$ cat src/rtl/uart_tx.sv
// uart_tx: memory-mapped 8N1 serial transmitter with a byte FIFO, programmable bit period and drain interrupt.
module uart_tx #(
  parameter logic [15:0] BASEADDR   = 16'h0010,
  parameter int          FIFO_DEPTH = 4,
  parameter logic [15:0] DIV_RESET  = 16'd16
) (
  input  logic        clk,
  input  logic        reset,
  input  logic [15:0] dread_addr,
  output logic [15:0] dread_data,
  input  logic [15:0] dwrite_addr,
  input  logic [15:0] dwrite_data,
  input  logic [1:0]  dwrite_en,
  output logic        txd,
  output logic        interrupt
);
  localparam int AW = $clog2(FIFO_DEPTH);
  localparam int CW = $clog2(FIFO_DEPTH + 1);
  typedef enum logic [1:0] {IDLE, START, DATA, STOP} state_t;
  state_t        state_q, state_d;
  logic          txd_q, txd_d;
  logic [7:0]    sh_q, sh_d;
  logic [2:0]    bit_q, bit_d;
  logic [15:0]   cnt_q, cnt_d;
  logic [15:0]   div_q, div_d;
  logic          irq_en_q, irq_en_d;
  logic          ovf_q, ovf_d;
  logic [15:0]   rd_q, rd_d;
  logic          int_q, int_d;
  logic [AW-1:0] wptr_q, wptr_d, rptr_q, rptr_d;
  logic [CW-1:0] count_q, count_d;
  logic [7:0]    mem_q [FIFO_DEPTH];
  logic          wr_hit, rd_hit, push, pop, accept, full, empty, tick;
  logic [1:0]    wr_off, rd_off;
  logic [15:0]   div_eff, status;
  logic          unused;
  assign unused  = ^{dread_addr[0], dwrite_addr[0]};
  assign wr_hit  = |dwrite_en && dwrite_addr[15:3] == BASEADDR[15:3];
  assign rd_hit  = dread_addr[15:3] == BASEADDR[15:3];
  assign wr_off  = dwrite_addr[2:1];
  assign rd_off  = dread_addr[2:1];
  assign full    = count_q == CW'(FIFO_DEPTH);
  assign empty   = count_q == '0;
  assign tick    = cnt_q <= 16'd1;
  assign div_eff = div_q == 16'd0 ? 16'd1 : div_q;
  assign push    = wr_hit && wr_off == 2'd0 && dwrite_en[0];
  assign accept  = push && (!full || pop);
  assign status  = {11'd0, ovf_q, irq_en_q, empty, full, state_q != IDLE};
  always_ff @(posedge clk) begin
    if (reset) begin
      state_q  <= IDLE;
      txd_q    <= 1'b1;
      sh_q     <= '0;
      bit_q    <= '0;
      cnt_q    <= '0;
      div_q    <= DIV_RESET;
      irq_en_q <= 1'b0;
      ovf_q    <= 1'b0;
      rd_q     <= '0;
      int_q    <= 1'b0;
      wptr_q   <= '0;
      rptr_q   <= '0;
      count_q  <= '0;
    end else begin
      state_q  <= state_d;
      txd_q    <= txd_d;
      sh_q     <= sh_d;
      bit_q    <= bit_d;
      cnt_q    <= cnt_d;
      div_q    <= div_d;
      irq_en_q <= irq_en_d;
      ovf_q    <= ovf_d;
      rd_q     <= rd_d;
      int_q    <= int_d;
      wptr_q   <= wptr_d;
      rptr_q   <= rptr_d;
      count_q  <= count_d;
    end
  end
  always_ff @(posedge clk) if (accept) mem_q[wptr_q] <= dwrite_data[7:0];
  always_comb begin
    pop     = !empty && (state_q == IDLE || (state_q == STOP && tick));
    state_d = state_q;
    unique case (state_q)
      IDLE:  state_d = empty ? IDLE : START;
      START: state_d = tick ? DATA : START;
      DATA:  state_d = (tick && bit_q == 3'd7) ? STOP : DATA;
      STOP:  state_d = !tick ? STOP : empty ? IDLE : START;
    endcase
  end
  // Shifter datapath: a pop always starts a frame, otherwise act only on bit boundaries.
  always_comb begin
    txd_d = txd_q;
    sh_d  = sh_q;
    bit_d = bit_q;
    cnt_d = tick ? cnt_q : cnt_q - 16'd1;
    if (pop) begin
      txd_d = 1'b0;
      sh_d  = mem_q[rptr_q];
      cnt_d = div_eff;
    end else if (tick && state_q != IDLE) begin
      cnt_d = div_eff;
      bit_d = state_q == START ? 3'd0 : bit_q + 3'd1;
      txd_d = (state_q == STOP || (state_q == DATA && bit_q == 3'd7)) ? 1'b1 : sh_q[0];
      sh_d  = sh_q >> 1;
    end
  end
  always_comb begin
    wptr_d   = wptr_q + AW'(accept);
    rptr_d   = rptr_q + AW'(pop);
    count_d  = count_q + CW'(accept) - CW'(pop);
    ovf_d    = (ovf_q & ~(wr_hit && wr_off == 2'd1 && dwrite_en[0] && dwrite_data[4])) | (push & full & ~pop);
    irq_en_d = (wr_hit && wr_off == 2'd1 && dwrite_en[0]) ? dwrite_data[3] : irq_en_q;
    div_d[7:0]  = (wr_hit && wr_off == 2'd2 && dwrite_en[0]) ? dwrite_data[7:0]  : div_q[7:0];
    div_d[15:8] = (wr_hit && wr_off == 2'd2 && dwrite_en[1]) ? dwrite_data[15:8] : div_q[15:8];
    rd_d     = !rd_hit ? 16'd0 : rd_off == 2'd1 ? status : rd_off == 2'd2 ? div_q : 16'd0;
    int_d    = irq_en_q & empty & (state_q == IDLE);
  end
  assign dread_data = rd_q;
  assign txd        = txd_q;
  assign interrupt  = int_q;
endmodule

$ cat config.mk
export PLATFORM = sky130hd
export DESIGN_NAME = uart_tx
export DESIGN_NICKNAME = d
export VERILOG_FILES = /design/src/rtl/uart_tx.sv
export SDC_FILE = /design/constraint.sdc
export NUM_CORES = 1
export LEC_CHECK = 0
export BUFFER_PORTS_ARGS = -buffer_cell sky130_fd_sc_hd__buf_2
export CAP_MARGIN = 20
export CORE_UTILIZATION = 35
export DETAILED_ROUTE_END_ITERATION = 10
export GPL_ROUTABILITY_DRIVEN = 0
export GPL_TIMING_DRIVEN = 0
export PLACE_DENSITY = 0.6
export SETUP_SLACK_MARGIN = 0.05
export SLEW_MARGIN = 20
export SYNTH_ARGS = -nofsm -noshare
export SYNTH_HDL_FRONTEND = slang
export SYNTH_SLANG_ARGS = --single-unit
$ cat constraint.sdc
create_clock -name clk -period 2.9 [get_ports clk]
set_input_delay 0.58 -clock clk [delete_from_list [all_inputs] [get_ports clk]]
set_output_delay 0.58 -clock clk [all_outputs]
set_load 0.01 [all_outputs]
# Word level (Yosys, flattened, before mapping)
# Memory sizes are Yosys's and may differ from the RTL's. A register that Yosys moved wholly into a read port is not among the register bits.
# Cells that the tools add are included.
[classes] addsub=6 mul=0 n_div=0 n_lt_le_gt_ge=1 eq_ne=12 shift=0 muxes=20 bitwise=10 reduce_logical=30
[op_table] op="$mux W16" n=4
[op_table] op="$eq A13 B2 Y1 const B" n=2
[op_table] op="$le A16 B1 Y1 const B" n=1
[op_table] op="$logic_not A16 Y1" n=1
[op_table] op="$mux W8" n=2
[op_table] op="$sub A16 B1 Y16 const B" n=1
[op_table] op="$logic_and A1 B1 Y1" n=15
[op_table] op="$mux W5" n=2
[op_table] op="$eq A2 B2 Y1 const B" n=4
[op_table] op="$pmux W2 S4" n=1
[op_table] op="$mux W1" n=7
[op_table] op="$eq A2 B1 Y1 const B" n=3
[op_table] op="$eq A3 B3 Y1 const B" n=2
[op_table] op="$mux W2" n=3
[op_table] op="$and A1 B1 Y1" n=5
[op_table] op="$add A2 B1 Y2" n=2
[op_table] op="$logic_not A2 Y1" n=2
[op_table] op="$not A1 Y1" n=4
[op_table] op="$reduce_bool A2 Y1" n=2
[op_table] op="$reduce_or A2 Y1" n=2
[op_table] op="$reduce_or A4 Y1" n=1
[op_table] op="$add A3 B1 Y3" n=1
[op_table] op="$add A3 B1 Y3 const B" n=1
[op_table] op="$logic_not A3 Y1" n=1
[op_table] op="other kinds (7)" n=10
[word_totals] register_bits=72 latchBits=0 ramBits=32 romBits=0 input_bits=52 word_cells=95 mem_count=1
[memory_table] name="mem_q" depth=4 word_bits=8 read_ports=1 rd_clocked_by_memory_dff=1 wr=1 line_no="32" rtl="logic [7:0] mem_q [FIFO_DEPTH];"

# Logic depth before layout (Yosys ltp)
[logic_depth] depth_word=8 depth_mapped=14 ltp_nobuf=13

# Worst setup path before layout
# Ideal clock, no wire load.
[synth_path] path_type="reg2reg" from="register cnt_q[0]" to="register count_q[2]" setup_ps=128 arrival_time_ps=2900 t_required_ps=2772 path_slack_ps=-128 stages_incl_launch_ff=15 path_cell_list="dfxtp_1 inv_1 ha_1 nor2_1 or4_4 nor4_1 clkbuf_1 o21a_1 o21bai_1 ha_1 inv_1 fa_1 xor2_1 xnor2_1 nor2_1"
[synth_between] elab_chain_cells=8
[synth_lines] element="from (decl)" line_no="24" rtl="logic [15:0] cnt_q, cnt_d;"
[synth_lines] element="from (signal assigned)" line_no="69" rtl="cnt_q <= cnt_d;"
[synth_lines] element="$le A16 B1 Y1 *" line_no="44" rtl="assign tick = cnt_q <= 16'd1;"
[synth_lines] element="$logic_and A1 B1 Y1 *" line_no="82" rtl="pop = !empty && (state_q == IDLE || (state_q == STOP && tick));"
[synth_lines] element="$logic_or A1 B1 Y1 *" line_no="82"
[synth_lines] element="$logic_and A1 B1 Y1 *" line_no="82"
[synth_lines] element="$logic_or A1 B1 Y1" line_no="47" rtl="assign accept = push && (!full || pop);"
[synth_lines] element="$logic_and A1 B1 Y1" line_no="47"
[synth_lines] element="$add A3 B1 Y3" line_no="111" rtl="count_d = count_q + CW'(accept) - CW'(pop);"
[synth_lines] element="$sub A3 B1 Y3 *" line_no="111"
[synth_lines] element="to (signal assigned)" line_no="77" rtl="count_q <= count_d;"
[synth_lines] element="to (decl)" line_no="31" rtl="logic [CW-1:0] count_q, count_d;"
# Every way passes the cells marked *; elsewhere a longest branch is shown, timed or not.
# A chain may end at the register's enable or synchronous reset.

# Final worst setup path
# Ends and elaborated chain as after synthesis.

==> results by group <==
STA
  – Max_slew headroom: 35.48%
  – Worst Tran Pin Value: 0.9595 ns
  – Period utilization: 98.20%
  – WHS: 0.4625 ns
  – RSZ-0062 raised after global routing: true
  – Setup Total Neg Slack: 0 ns
  – Final Max Tran Viols: 0
  – Final hold vios: 0
  – Crit path time final: 2.848 ns
  – Final setup violation count: 0
  – F_max: 351.2 MHz
  – Skew final: 0.007384 ns

Yosys
  – Synth cell types: 60
  – Largest family of logic cells by synthesized area: simple AND/OR/NAND/NOR gates
  – Largest cells by area after synthesis: dfxtp_1 32%, edfxtp_1 22%, mux2i_1 4.0%, mux4_2 4.0%, nor2_1 3.5%
  – Post-synth EDFFs: 32
  – Avg Inst Size Synth: 11.15 µm²
  – Synth Area in XOR/XNOR: 2.748%
  – Mux contribution to synthesized area: 8.076%
  – Syn_nets: 460
  – Asr flop ratio synth: 0%
  – Yosys top cell area share: 32.31%
  – Simple-Gate Fraction of Synth Area: 19.80%
  – Cell taking the most area after synthesis: dfxtp_1
  – Synthesis warning total: 0
  – Post-synthesis compound-gate area fraction: 9.871%
  – Mapped Cells: 400
  – Dominant synthesized flop cell: dfxtp_1
  – #FFs+latches synth: 104
  – Seq/Total Area, Yosys: 53.84%
  – Cell Area, Synth: 4462 µm²
  – Adder-Cell Fraction of Synth Area: 2.412%

Placement
  – Final HPWL DP: 7803 µm
  – Port Buffers: 67
  – Placed insts: 635

Setup path
  – WP data arrival: 3.05 ns
  – Setup CP Type: flop to flop
  – Critical Path, Cell by Cell: inv_2, ha_4, nor2_1, or4_4, nor4_4, clkbuf_8, buf_4, or2_2, o21bai_1, ha_1, inv_1, fa_1, xor2_1, xnor2_1, nor2_1
  – CP max-delay cell: dfxtp_2
  – Crit-path max cell delay: 0.38 ns
  – Worst setup EP type: flop
  – CP required: 3.11 ns
  – Critical path peak fanout: 7
  – Most used cell, CP: nor2_1
  – CP bufs+invs: 4
  – CP delay by family, top: simple AND/OR/NAND/NOR gates
  – Startpoint Class: flop

Clocking
  – Clk_lat worst skew: 0.34 ns
  – Root Buffer: clkbuf_16
  – Clock slew at reported path FFs: 0.08 ns
  – Worst-case clock buffer depth: 2
  – Total CTS buffers: 9
  – CTS sink cnt: 104
  – CTS tree: done
  – H-tree levels: 3

Floorplan
  – Full die area: 13,200 µm²
  – Num ports: 70
  – Die Wd: 114.9 µm
  – Core Area: 12,210 µm²
  – Rows: 40
  – Die Y: 114.9 µm
  – Initial Util: 36.54%

Drt
  – Pre-antenna DRT Iters: 4
  – DR WL/cell: 16.15 µm
  – Via Count: 3,453
  – DR iter-0 viols: 180
  – Routed WL: 10,580 µm
  – DRC viols: 0
  – Final ANT Viol Nets: 0
  – Average vias per placed instance: 5.272

Cells and area
  – Area of the multi-input gates: 1977 µm²
  – Fillers: 1,209
  – Number of nets in the layout: 542
  – Register area: 2405 µm²
  – Final Non-Filler Cells: 655
  – Syn-to-layout area delta: 21.20%
  – Ant. Diodes: 0
  – Layout cell share with drive strength beyond 1: 25.46%

GRT
  – GR Overflow Total: 0
  – Largest net degree at the start of global routing: 21
  – Vias in the first global route: 3,436
  – Total track usage: 17.29%
  – Initial antenna violation count: 0
  – Global-route wire length before repair: 17,270 µm

Power and ir drop
  – Leak pwr: 0.002126 µW
  – Peak supply drop: 0.4291 mV
  – PwrDens: 909.0 nW/µm²
  – Psw: 1824 µW
  – Total Power: 4916 µW
  – Clock power frac: 24.2%
  – Reg power frac: 38.4%
  – Net Sw Frac: 37.11%
  – P_int: 3091 µW
  – Gate power share: 37.5%

Status
  – Status: finished, final reports clean

Hold path
  – Hold Crit Class: input port to flop

Flow run
  – Max-cap violations: 0
## what timing repair did
item / CTS / global route
hold buffers: 0 / 0
endpoints found under the setup margin: 26 / 25
pin swaps: 1 / 0
buffers inserted: 4 / 0
gates resized for setup: 9 / 1
## registers in the layout, summed over array words and instances, names as in the netlist, 3 cells and up
name	flops
cnt_q	16
count_q	3
mem_q	32
sh_q	8
div_q	16
dread_data	16
bit_q	3
## layout make-up
class / instances / share of cell area [%]
sequential: 104 / 44.47
multi-input combinational: 267 / 36.56
timing repair buffer: 71 / 6.756
clock buffer: 9 / 4.165
tap: 168 / 3.887
buffer: 19 / 2.175
clock inverter: 7 / 1.296
inverter: 10 / 0.6941
## kinds of logic (layout without fill, tap and decap cells)
group,count (synthesis),after routing
multiplexers,26,26
adder cells (fa/ha/maj),8,8
AND/OR/NAND/NOR,153,153
flip-flops,104,104
buffers and inverters,29,116
XOR/XNOR,14,14
AO/OA/AOI/OAI,66,66
## synthesized netlist by cell type, types with 4 or more instances
master,instances
mux2i_1,18
inv_1,10
o21ai_0,12
nand2_1,15
clkbuf_1,10
nor2_1,42
nand3_1,19
nor4_1,10
mux4_2,8
nor2b_1,4
edfxtp_1,32
nand4_1,9
ha_1,7
nor3_1,8
a31oi_1,4
xnor2_1,11
a22oi_1,7
buf_2,5
and2_1,12
dfxtp_1,72
a21oi_1,20
nor3b_1,5
or4_1,4
## cell usage in the layout, fill, tap and decap left out, types with 6 or more instances in the layout
cell	Yosys	final
xnor2_1	11	11
mux2i_1	18	18
nand4_1	9	9
and2_1	12	12
nand3_1	19	19
buf_2	5	72
nand2_1	15	15
clkbuf_16	0	9
a21oi_1	20	20
nor4_1	10	9
inv_1	10	8
o21ai_0	12	12
ha_1	7	6
edfxtp_1	32	32
dfxtp_1	72	70
nor2_1	42	42
clkbuf_1	10	9
a22oi_1	7	7
nor3_1	8	6
mux4_2	8	8
## final timing paths
path / from / to / slack (ns) / cells after the start
max: cnt_q[0]$_SDFFE_PP0P_ / count_q[2]$_SDFF_PP0_ / 0.05 / 15
min: dwrite_data[4] / mem_q[0][4]$_DFFE_PP_ / 0.46 / 1
max reg2reg: cnt_q[0]$_SDFFE_PP0P_ / count_q[2]$_SDFF_PP0_ / 0.05 / 15
min reg2reg: txd$_SDFFE_PP1P_ / txd$_SDFFE_PP1P_ / 0.47 / 2
## metal layers
| layer | track usage (%) | vias to the layer above | wire length, µm |
|---|---|---|---|
| met5 | 0 | - | 0 |
| met4 | 6.667 | 0 | 246 |
| met3 | 3.005 | 19 | 516 |
| met2 | 27.31 | 100 | 4930 |
| met1 | 23.67 | 1677 | 4887 |
| li1 | - | 1657 | - |
## power by group through the flow
| stage | logic [µW] | registers, µW | clock network [µW] |
|---|---|---|---|
| floorplan | 1380 | 1870 | 0 |
| CTS | 1840 | 1880 | 1200 |
| detailed placement | 1790 | 1900 | 0 |
| finish | 1840 | 1890 | 1190 |
| global placement | 1760 | 1890 | 0 |
| global route | 2060 | 1910 | 1270 |
## stage by stage
step | setup WS, ns | utilization, % | instance area, µm²
6_report | 0.05229 | 44.28 | 5408
5_1_grt | -0.1368 | 44.28 | 5408
4_1_cts | 0.05292 | 44.23 | 5401
3_5_place_dp | -0.2958 | 41.28 | 5041
3_3_place_gp | -0.5025 | 41.16 | 5026
2_1_floorplan | 0.05958 | - | 4481
No activity file was read; power rests on OpenSTA's default activity.
